File: src/rtl/alu_pkg.sv
// Shared encodings for the ALU issue controller: op modes, error codes, FSM states.
package alu_pkg;

    typedef logic [1:0] mode_t;
    typedef logic [1:0] err_t;

    localparam mode_t MODE_MULU = 2'd0;
    localparam mode_t MODE_DIVU = 2'd1;
    localparam mode_t MODE_AND  = 2'd2;
    localparam mode_t MODE_OR   = 2'd3;

    localparam err_t ERR_OK      = 2'd0;
    localparam err_t ERR_DIV0    = 2'd1;
    localparam err_t ERR_TIMEOUT = 2'd2;

    typedef enum logic [1:0] {
        ST_IDLE  = 2'd0,
        ST_ISSUE = 2'd1,
        ST_WAIT  = 2'd2,
        ST_RESP  = 2'd3
    } state_e;

    localparam logic [31:0] DIV0_QUOT   = 32'hFFFF_FFFF;
    localparam int          ALU_MAX_LAT = 34;

    // Logic ops only define the low word; the ALU may leave junk above it.
    function automatic logic [63:0] fmt_result(input mode_t m, input logic [63:0] r);
        fmt_result = ((m == MODE_MULU) || (m == MODE_DIVU)) ? r : {32'b0, r[31:0]};
    endfunction

endpackage

File: src/rtl/alu_issue_ctrl_if.sv
// Command, ALU-issue and response channels; master = controller side, slave = requester/ALU side.
interface alu_issue_ctrl_if #(
    parameter int TAG_W = 4
);
    import alu_pkg::*;

    logic             cmd_valid;
    logic             cmd_ready;
    mode_t            cmd_mode;
    logic [31:0]      cmd_a;
    logic [31:0]      cmd_b;
    logic [TAG_W-1:0] cmd_tag;

    logic             alu_valid;
    mode_t            alu_mode;
    logic [31:0]      alu_a;
    logic [31:0]      alu_b;
    logic             alu_ready;
    logic [63:0]      alu_out;

    logic             rsp_valid;
    logic             rsp_ready;
    logic [63:0]      rsp_data;
    logic [TAG_W-1:0] rsp_tag;
    err_t             rsp_err;

    modport master (
        input  cmd_valid, cmd_mode, cmd_a, cmd_b, cmd_tag, alu_ready, alu_out, rsp_ready,
        output cmd_ready, alu_valid, alu_mode, alu_a, alu_b, rsp_valid, rsp_data, rsp_tag, rsp_err
    );

    modport slave (
        output cmd_valid, cmd_mode, cmd_a, cmd_b, cmd_tag, alu_ready, alu_out, rsp_ready,
        input  cmd_ready, alu_valid, alu_mode, alu_a, alu_b, rsp_valid, rsp_data, rsp_tag, rsp_err
    );

endinterface

File: src/rtl/alu_perf_cnt.sv
// Bank of N saturating event counters, one increment per cycle each; no backpressure.
module alu_perf_cnt #(
    parameter int N     = 3,
    parameter int CNT_W = 32
) (
    input  logic                      clk,
    input  logic                      rst_n,
    input  logic [N-1:0]              inc,
    output logic [N-1:0][CNT_W-1:0]   cnt
);

    logic [N-1:0][CNT_W-1:0] cnt_q, cnt_d;

    always_comb begin
        cnt_d = cnt_q;
        for (int i = 0; i < N; i++) begin
            if (inc[i] && (cnt_q[i] != '1)) begin
                cnt_d[i] = cnt_q[i] + CNT_W'(1);
            end
        end
    end

    always_ff @(posedge clk or negedge rst_n) begin
        if (!rst_n) begin
            cnt_q <= '0;
        end else begin
            cnt_q <= cnt_d;
        end
    end

    assign cnt = cnt_q;

endmodule

File: src/rtl/alu_issue_ctrl.sv
// Issues one command at a time to the multi-cycle ALU; div-by-zero answered at T+1, watchdog aborts WAIT after TIMEOUT cycles.
// One outstanding op: cmd_ready low until the response handshakes. ALU_ISSUE_PERF_EN adds perf counters.
module alu_issue_ctrl
    import alu_pkg::*;
#(
    parameter int TAG_W   = 4,
    parameter int TIMEOUT = 64
`ifdef ALU_ISSUE_PERF_EN
    ,
    parameter int CNT_W   = 32
`endif
) (
    input  logic              clk,
    input  logic              rst_n,
    alu_issue_ctrl_if.master  bus,
    output logic              busy
`ifdef ALU_ISSUE_PERF_EN
    ,
    output logic [CNT_W-1:0]  perf_ops,
    output logic [CNT_W-1:0]  perf_wait_cyc,
    output logic [CNT_W-1:0]  perf_timeouts
`endif
);

    localparam int              TMR_W    = $clog2(TIMEOUT);
    localparam logic [TMR_W-1:0] TMR_LAST = TMR_W'(TIMEOUT - 1);

    state_e           state_q, state_d;
    logic             alu_valid_q, alu_valid_d;
    mode_t            mode_q, mode_d;
    logic [31:0]      a_q, a_d;
    logic [31:0]      b_q, b_d;
    logic [TAG_W-1:0] tag_q, tag_d;
    logic             rsp_valid_q, rsp_valid_d;
    logic [63:0]      data_q, data_d;
    err_t             err_q, err_d;
    logic [TMR_W-1:0] timer_q, timer_d;
    logic             rsp_hs;

    assign rsp_hs = rsp_valid_q && bus.rsp_ready;

    always_comb begin
        state_d     = state_q;
        alu_valid_d = 1'b0;
        mode_d      = mode_q;
        a_d         = a_q;
        b_d         = b_q;
        tag_d       = tag_q;
        rsp_valid_d = rsp_valid_q;
        data_d      = data_q;
        err_d       = err_q;
        timer_d     = timer_q;
        case (state_q)
            ST_IDLE: begin
                if (bus.cmd_valid) begin
                    mode_d = bus.cmd_mode;
                    a_d    = bus.cmd_a;
                    b_d    = bus.cmd_b;
                    tag_d  = bus.cmd_tag;
                    if ((bus.cmd_mode == MODE_DIVU) && (bus.cmd_b == 32'd0)) begin
                        data_d      = {bus.cmd_a, DIV0_QUOT};
                        err_d       = ERR_DIV0;
                        rsp_valid_d = 1'b1;
                        state_d     = ST_RESP;
                    end else begin
                        alu_valid_d = 1'b1;
                        state_d     = ST_ISSUE;
                    end
                end
            end
            ST_ISSUE: begin
                timer_d = '0;
                state_d = ST_WAIT;
            end
            ST_WAIT: begin
                timer_d = timer_q + TMR_W'(1);
                // A completion in the final watchdog cycle still counts as success.
                if (bus.alu_ready) begin
                    data_d      = fmt_result(mode_q, bus.alu_out);
                    err_d       = ERR_OK;
                    rsp_valid_d = 1'b1;
                    state_d     = ST_RESP;
                end else if (timer_q == TMR_LAST) begin
                    data_d      = 64'd0;
                    err_d       = ERR_TIMEOUT;
                    rsp_valid_d = 1'b1;
                    state_d     = ST_RESP;
                end
            end
            ST_RESP: begin
                if (bus.rsp_ready) begin
                    rsp_valid_d = 1'b0;
                    state_d     = ST_IDLE;
                end
            end
            default: state_d = ST_IDLE;
        endcase
    end

    always_ff @(posedge clk or negedge rst_n) begin
        if (!rst_n) begin
            state_q     <= ST_IDLE;
            alu_valid_q <= 1'b0;
            mode_q      <= MODE_MULU;
            a_q         <= '0;
            b_q         <= '0;
            tag_q       <= '0;
            rsp_valid_q <= 1'b0;
            data_q      <= '0;
            err_q       <= ERR_OK;
            timer_q     <= '0;
        end else begin
            state_q     <= state_d;
            alu_valid_q <= alu_valid_d;
            mode_q      <= mode_d;
            a_q         <= a_d;
            b_q         <= b_d;
            tag_q       <= tag_d;
            rsp_valid_q <= rsp_valid_d;
            data_q      <= data_d;
            err_q       <= err_d;
            timer_q     <= timer_d;
        end
    end

    assign bus.cmd_ready = (state_q == ST_IDLE);
    assign busy          = (state_q != ST_IDLE);
    assign bus.alu_valid = alu_valid_q;
    assign bus.alu_mode  = mode_q;
    assign bus.alu_a     = a_q;
    assign bus.alu_b     = b_q;
    assign bus.rsp_valid = rsp_valid_q;
    assign bus.rsp_data  = data_q;
    assign bus.rsp_tag   = tag_q;
    assign bus.rsp_err   = err_q;

`ifdef ALU_ISSUE_PERF_EN
    logic [2:0]            perf_inc;
    logic [2:0][CNT_W-1:0] perf_cnt;

    assign perf_inc = {rsp_hs && (err_q == ERR_TIMEOUT), state_q == ST_WAIT, rsp_hs};

    alu_perf_cnt #(.N(3), .CNT_W(CNT_W)) u_perf (
        .clk   (clk),
        .rst_n (rst_n),
        .inc   (perf_inc),
        .cnt   (perf_cnt)
    );

    assign perf_ops      = perf_cnt[0];
    assign perf_wait_cyc = perf_cnt[1];
    assign perf_timeouts = perf_cnt[2];
`else
    logic unused_hs;
    assign unused_hs = rsp_hs;
`endif

endmodule

File: src/flat_wrapper.sv
// flat-port wrapper written by rule: the top's interface ports become plain ports
module alu_issue_ctrl_flat import alu_pkg::*;
#(
    parameter int TAG_W   = 4,
    parameter int TIMEOUT = 64

)
  (clk, rst_n, busy, bus_cmd_valid, bus_cmd_mode, bus_cmd_a, bus_cmd_b, bus_cmd_tag, bus_alu_ready, bus_alu_out, bus_rsp_ready, bus_cmd_ready, bus_alu_valid, bus_alu_mode, bus_alu_a, bus_alu_b, bus_rsp_valid, bus_rsp_data, bus_rsp_tag, bus_rsp_err);
  alu_issue_ctrl_if #(.TAG_W(TAG_W)) bus_i ();
  input  logic clk;
  input  logic rst_n;
  output logic busy;
  input wire logic [$bits(bus_i.cmd_valid)-1:0] bus_cmd_valid;
  input wire logic [$bits(bus_i.cmd_mode)-1:0] bus_cmd_mode;
  input wire logic [$bits(bus_i.cmd_a)-1:0] bus_cmd_a;
  input wire logic [$bits(bus_i.cmd_b)-1:0] bus_cmd_b;
  input wire logic [$bits(bus_i.cmd_tag)-1:0] bus_cmd_tag;
  input wire logic [$bits(bus_i.alu_ready)-1:0] bus_alu_ready;
  input wire logic [$bits(bus_i.alu_out)-1:0] bus_alu_out;
  input wire logic [$bits(bus_i.rsp_ready)-1:0] bus_rsp_ready;
  output wire logic [$bits(bus_i.cmd_ready)-1:0] bus_cmd_ready;
  output wire logic [$bits(bus_i.alu_valid)-1:0] bus_alu_valid;
  output wire logic [$bits(bus_i.alu_mode)-1:0] bus_alu_mode;
  output wire logic [$bits(bus_i.alu_a)-1:0] bus_alu_a;
  output wire logic [$bits(bus_i.alu_b)-1:0] bus_alu_b;
  output wire logic [$bits(bus_i.rsp_valid)-1:0] bus_rsp_valid;
  output wire logic [$bits(bus_i.rsp_data)-1:0] bus_rsp_data;
  output wire logic [$bits(bus_i.rsp_tag)-1:0] bus_rsp_tag;
  output wire logic [$bits(bus_i.rsp_err)-1:0] bus_rsp_err;
  assign bus_i.cmd_valid = bus_cmd_valid;
  assign bus_i.cmd_mode = bus_cmd_mode;
  assign bus_i.cmd_a = bus_cmd_a;
  assign bus_i.cmd_b = bus_cmd_b;
  assign bus_i.cmd_tag = bus_cmd_tag;
  assign bus_i.alu_ready = bus_alu_ready;
  assign bus_i.alu_out = bus_alu_out;
  assign bus_i.rsp_ready = bus_rsp_ready;
  assign bus_cmd_ready = bus_i.cmd_ready;
  assign bus_alu_valid = bus_i.alu_valid;
  assign bus_alu_mode = bus_i.alu_mode;
  assign bus_alu_a = bus_i.alu_a;
  assign bus_alu_b = bus_i.alu_b;
  assign bus_rsp_valid = bus_i.rsp_valid;
  assign bus_rsp_data = bus_i.rsp_data;
  assign bus_rsp_tag = bus_i.rsp_tag;
  assign bus_rsp_err = bus_i.rsp_err;
  alu_issue_ctrl #(.TAG_W(TAG_W), .TIMEOUT(TIMEOUT)) u_core (.clk(clk), .rst_n(rst_n), .bus(bus_i), .busy(busy));
endmodule
File: config.mk
export PLATFORM = sky130hd
export DESIGN_NAME = alu_issue_ctrl_flat
export DESIGN_NICKNAME = d
export VERILOG_FILES = /design/src/rtl/alu_pkg.sv /design/src/rtl/alu_issue_ctrl_if.sv /design/src/rtl/alu_perf_cnt.sv /design/src/rtl/alu_issue_ctrl.sv /design/src/flat_wrapper.sv
export SDC_FILE = /design/constraint.sdc
export NUM_CORES = 1
export LEC_CHECK = 0
export BUFFER_PORTS_ARGS = -buffer_cell sky130_fd_sc_hd__buf_4
export CAP_MARGIN = 10
export CORE_MARGIN = 2
export CORE_UTILIZATION = 48
export CTS_CLUSTER_DIAMETER = 60
export DETAILED_ROUTE_END_ITERATION = 16
export GPL_TIMING_DRIVEN = 0
export PLACE_DENSITY = 0.91
export SYNTH_ARGS = -nofsm -noshare
export SYNTH_HDL_FRONTEND = slang
export SYNTH_HIERARCHICAL = 1
export SYNTH_SLANG_ARGS = --single-unit
File: constraint.sdc
create_clock -name clk -period 2.5 [get_ports clk]
set_input_delay 0.625 -clock clk [delete_from_list [all_inputs] [get_ports clk]]
set_output_delay 0.625 -clock clk [all_outputs]
set_load 0.02 [all_outputs]
# Word-level counts from Yosys, hierarchy flattened
# Cells that the tools add are included.
[totals] inputBits=139 ff_bits=146 wordCells=61 output_inout_bits=140
[op_classes] eq_ne=10 reduce_logical=13 add_sub_neg=1 n_mux=27
[op_table] op="$mux 64" count=5
[op_table] op="$pmux 64 s2" count=1
[op_table] op="$logic_not 32->1" count=1
[op_table] op="$mux 2" count=9
[op_table] op="$pmux 6 s2" count=1
[op_table] op="$mux 1" count=8
[op_table] op="$pmux 2 s4" count=1
[op_table] op="$add 6x1->6 const B" count=1
[op_table] op="$eq 2x1->1 const B" count=3
[op_table] op="$eq 6x6->1 const B" count=1
[op_table] op="$reduce_bool 2->1" count=3
[op_table] op="$reduce_and 5->1" count=1
[op_table] op="$eq 2x2->1 const B" count=2
[op_table] op="$logic_not 2->1" count=2
[op_table] op="$ne 2x2->1 const B" count=2
[op_table] op="$pmux 2 s2" count=1
[op_table] op="$reduce_and 4->1" count=1
[op_table] op="$ne 3x2->1 const B" count=1
[op_table] op="$pmux 1 s3" count=1
[op_table] op="$reduce_and 3->1" count=1
[op_table] op="$reduce_bool 3->1" count=1
[op_table] op="$ne 2x1->1 const B" count=1
[op_table] op="$reduce_and 2->1" count=1
[op_table] op="$logic_and 1x1->1" count=1
[op_table] op="$logic_or 1x1->1" count=1

# Depth between registers and ports, before layout
[depth] ltp_word=5 mapped_depth=9

# Least setup slack after synthesis
# OpenSTA, ideal clock, no wires.
[synth_timing] path_kind="input to register" startpoint="in bus_cmd_mode[1]" endpoint="reg u_core.data_q[14] (netlist: u_core/bus.rsp_data[14])" arrival_time_ps=2028 cell_stages=7 slack_ps=347 setup_ps=125 t_required_ps=2375 cell_sequence="nor4b_1 > nand4_1 > o31ai_2 > nand3_1 > buf_6 > buf_6 > mux2_4"
[synth_via] elab_chain_cells=4
[synth_rtl] item="start, declared" line_no="flat_wrapper.sv:14" source="input wire logic [$bits(bus_i.cmd_mode)-1:0] bus_cmd_mode;"
[synth_rtl] item="$eq 2x1->1" line_no="alu_issue_ctrl.sv:60" source="if ((bus.cmd_mode == MODE_DIVU) && (bus.cmd_b == 32'd0)) begin"
[synth_rtl] item="$logic_and 1x1->1" line_no="alu_issue_ctrl.sv:60"
[synth_rtl] item="$ne 2x1->1 (no line)"
[synth_rtl] item="$reduce_and 4->1 (no line)"
[synth_rtl] item="end signal, assigned" line_no="alu_issue_ctrl.sv:120" source="data_q <= data_d;"
[synth_rtl] item="end, declared" line_no="alu_issue_ctrl.sv:35" source="logic [63:0] data_q, data_d;"
# Every way passes these cells.
# A chain may end at the register's enable or synchronous reset.

# Final worst setup path
[layout_timing] startpoint="in bus_cmd_mode[1]" endpoint="reg u_core.data_q[55] (netlist: u_core/bus.rsp_data[55])"
# Same word-level chain as after synthesis.

==> results by group <==
Outcome
  – Status: complete, no violations

Critical path
  – Worst path arrival time: 2.56 ns
  – Crit Path Max Fanout: 10
  – Setup CP Type: in2reg
  – CP Capture Type: flip-flop
  – Critical Path Source Type: primary input
  – Critical Path RT: 2.79 ns

Yosys
  – Share of the synthesized area in the top cell type: 56.7%
  – Post-synth EDFFs: 0
  – Post-synthesis register bit count: 146
  – Post-synth top cells: 146 x dfrtp_1, 85 x mux2_2, 71 x nand2_1
  – Yosys top cell by area: dfrtp_1
  – Syn Std Cell Area: 0.00645 mm^2
  – Simple-gate share of the synthesized area: 6.79%
  – Syn. warnings: 6
  – Synth Area in XOR/XNOR: 0.136%
  – Syn Area/Cell: 13.5 um^2
  – Syn Nets: 621
  – Post-Synth Adder-Cell Area: 0.970%
  – Post-synthesis mux area share: 26.4%
  – Ys async rst share: 100%
  – Mapped Cells: 477
  – Synth Flop Type: dfrtp_1
  – Synth area leaders: dfrtp_1 57%, mux2_2 15%, mux2_4 11%
  – Largest family of logic cells by synthesized area: multiplexers
  – Count of cell types in the netlist: 33
  – Seq/Total Area, Yosys: 56.7%
  – Post-synthesis compound-gate area fraction: 6.04%
  – Most frequent cell after synthesis: dfrtp_1

Floorplan
  – Rows: 42
  – Core area: 0.0132 mm^2
  – Top Ports: 279
  – Initial Util: 48.9%
  – Chip width: 120 um
  – Die ar.: 0.0144 mm^2
  – Die Y: 120 um

GRT
  – GRT Total Usage: 24.9%
  – First-pass GRT wire length: 27600 um
  – Global routing met2 resource utilization: 43.4%
  – Gr busiest metal: met2
  – Met1 Track Usage GR: 29.8%
  – Largest net degree at the start of global routing: 89
  – Vias in the first global route: 5361
  – Global route overflow: 0
  – Antenna violations before repair: 0
  – Grt met3 use: 6.46%

Detailed routing
  – DRT iter0 DRCs: 272
  – Drt first pass iters: 6
  – Final Routed Wirelength: 17300 um
  – Drt drc: 0
  – Post-route ant nets: 0
  – Vias per inst: 5.12
  – Total number of vias: 4926
  – DR WL/cell: 18.0 um

Flow run
  – Max-cap violations: 0

Clock tree
  – Num CTS Buffers: 17
  – H-tree depth: 4
  – CTS sink count: 146
  – Worst-Skew Late Latency: 0.41 ns
  – Setup Buffers After CTS: 0
  – Clock buffer depth: 2
  – Root buffer cell: clkbuf_16
  – Clock tree from TritonCTS: yes
  – Worst-path clk slew: 0.06 ns
  – Hold-fix buffers at CTS: 0
  – CTS resizes: 0

Timing
  – Worst Tran Pin Value: 0.662 ns
  – Peak Freq: 441 MHz
  – Minimum clock period: 2.27 ns
  – Setup-failing EPs final: 0
  – Post-route setup slack: 0.232 ns
  – RSZ-0062 raised after global routing: false
  – Hold WS: 0.177 ns
  – Max_slew headroom: 55.9%
  – Final Hold Viols: 0
  – Final worst path period share: 90.7%
  – Setup Skew: 0.00712 ns
  – Max Slew Vio Count: 0

Final layout
  – Core Util, Final: 71.0%
  – Layout cells sized above 1: 57.4%
  – Area Growth Syn to Fin: 45.4%
  – Finished Cell Area: 0.00937 mm^2
  – Antenna fix cells: 0
  – Nets: 918

Placed design
  – Input/output buffers: 277
  – GP Congestion: 0.858
  – Cell Area, Placed: 0.00878 mm^2
  – Dpl hpwl: 13200 um
  – Dpl ws: -0.166 ns

Power and ir drop
  – Max VDD drop: 0.677 mV
  – Static Leak: 0.00455 uW
  – Pwr Density: 1440 mW/mm^2

Min path
  – Worst hold path class: in2async
## flip-flops by register name, summed over array words and instances, names as in the netlist
| signal | count |
|---|---|
| u_core/bus.rsp_data | 64 |
| u_core/bus.alu_a | 32 |
| u_core/bus.alu_b | 32 |
| u_core/timer_q | 6 |
| u_core/bus.rsp_tag | 4 |
| u_core/bus.alu_mode | 2 |
| u_core/bus.rsp_err | 2 |
| u_core/state_q | 2 |
| u_core/bus.alu_valid | 1 |
| u_core/bus.rsp_valid | 1 |
## layer usage
layer	up-vias	share of wire, %
met1	2408	40
met3	33	5.8
met5	-	0
met4	0	2.2
met2	196	52
li1	2289	-
## per-stage QoR
step           cells  setup TNS [ns]  total power, uW
3_5_place_dp     931           -7.78            11000
4_1_cts          963               0            13600
6_report         963               0            13500
3_3_place_gp     930           -9.25            10800
2_1_floorplan    477               0             8370
5_1_grt          963               0            14200
## cell families (layout without fill, tap and decap cells)
family | after synthesis | count (layout)
xor gates and xnor gates | 1 | 1
AOI/OAI and AO/OA | 49 | 49
buffers and inverters | 39 | 349
and+or+nand+nor | 102 | 102
muxes | 135 | 135
DFF | 146 | 146
adders and majority gates | 5 | 5
## report_power, final
group	leakage, uW	switching (uW)	internal (uW)
logic	0.00257	3420	3520
registers	0.00169	590	3450
clock network	0.000284	975	1560
total	0.00455	4990	8530
## layout by cell type, fill, tap and decap left out, types with 4 or more instances in the layout
| cell type | netlist | final |
|---|---|---|
| dfrtp_1 | 146 | 146 |
| nand2_1 | 71 | 71 |
| nor2_1 | 7 | 7 |
| mux2_2 | 85 | 85 |
| ha_1 | 5 | 5 |
| nand3_1 | 6 | 6 |
| clkbuf_1 | 18 | 18 |
| clkinv_2 | 0 | 6 |
| o21ai_0 | 5 | 5 |
| buf_4 | 0 | 276 |
| inv_1 | 9 | 9 |
| a22o_1 | 32 | 32 |
| clkinvlp_4 | 0 | 4 |
| nor4_1 | 8 | 8 |
| clkbuf_16 | 0 | 17 |
| buf_6 | 6 | 7 |
| buf_1 | 4 | 4 |
| mux2_4 | 49 | 49 |
| a21oi_1 | 5 | 5 |
## critical path, stage by stage
cell and delay, ns:
buf_4 0.12, nor4b_1 0.45, nand4_1 0.25, o31ai_2 0.30, nand3_1 0.15, buf_6 0.18, buf_6 0.17, mux2_4 0.31
## worst paths after layout
path / from / endpoint / slack [ns] / cells after the start
setup / recovery: bus_cmd_mode[1] / u_core/bus.rsp_data[55] / 0.23 / 8
hold / removal: rst_n / u_core/bus.alu_a[10] / 0.18 / 1
setup reg to reg: u_core/state_q[0] / u_core/bus.alu_b[26] / 0.34 / 5
hold reg to reg: u_core/bus.rsp_err[1] / u_core/bus.rsp_err[1] / 0.50 / 1
max in group asynchronous: rst_n / u_core/bus.rsp_data[62] / 1.50 / 2
min in group clk: bus_cmd_tag[3] / u_core/bus.rsp_tag[3] / 0.44 / 2
## area by class of cell
| type | count | area, um^2 |
|---|---|---|
| inverters | 10 | 37.5 |
| clock inverters | 15 | 168 |
| flip-flops and latches | 146 | 3650 |
| fillers | 959 | 3820 |
| clock buffers | 17 | 425 |
| repair buffers | 278 | 2110 |
| well taps | 176 | 220 |
| plain buffers | 29 | 155 |
| multi-input cells | 292 | 2600 |
Power figures use the tool's default switching activity.
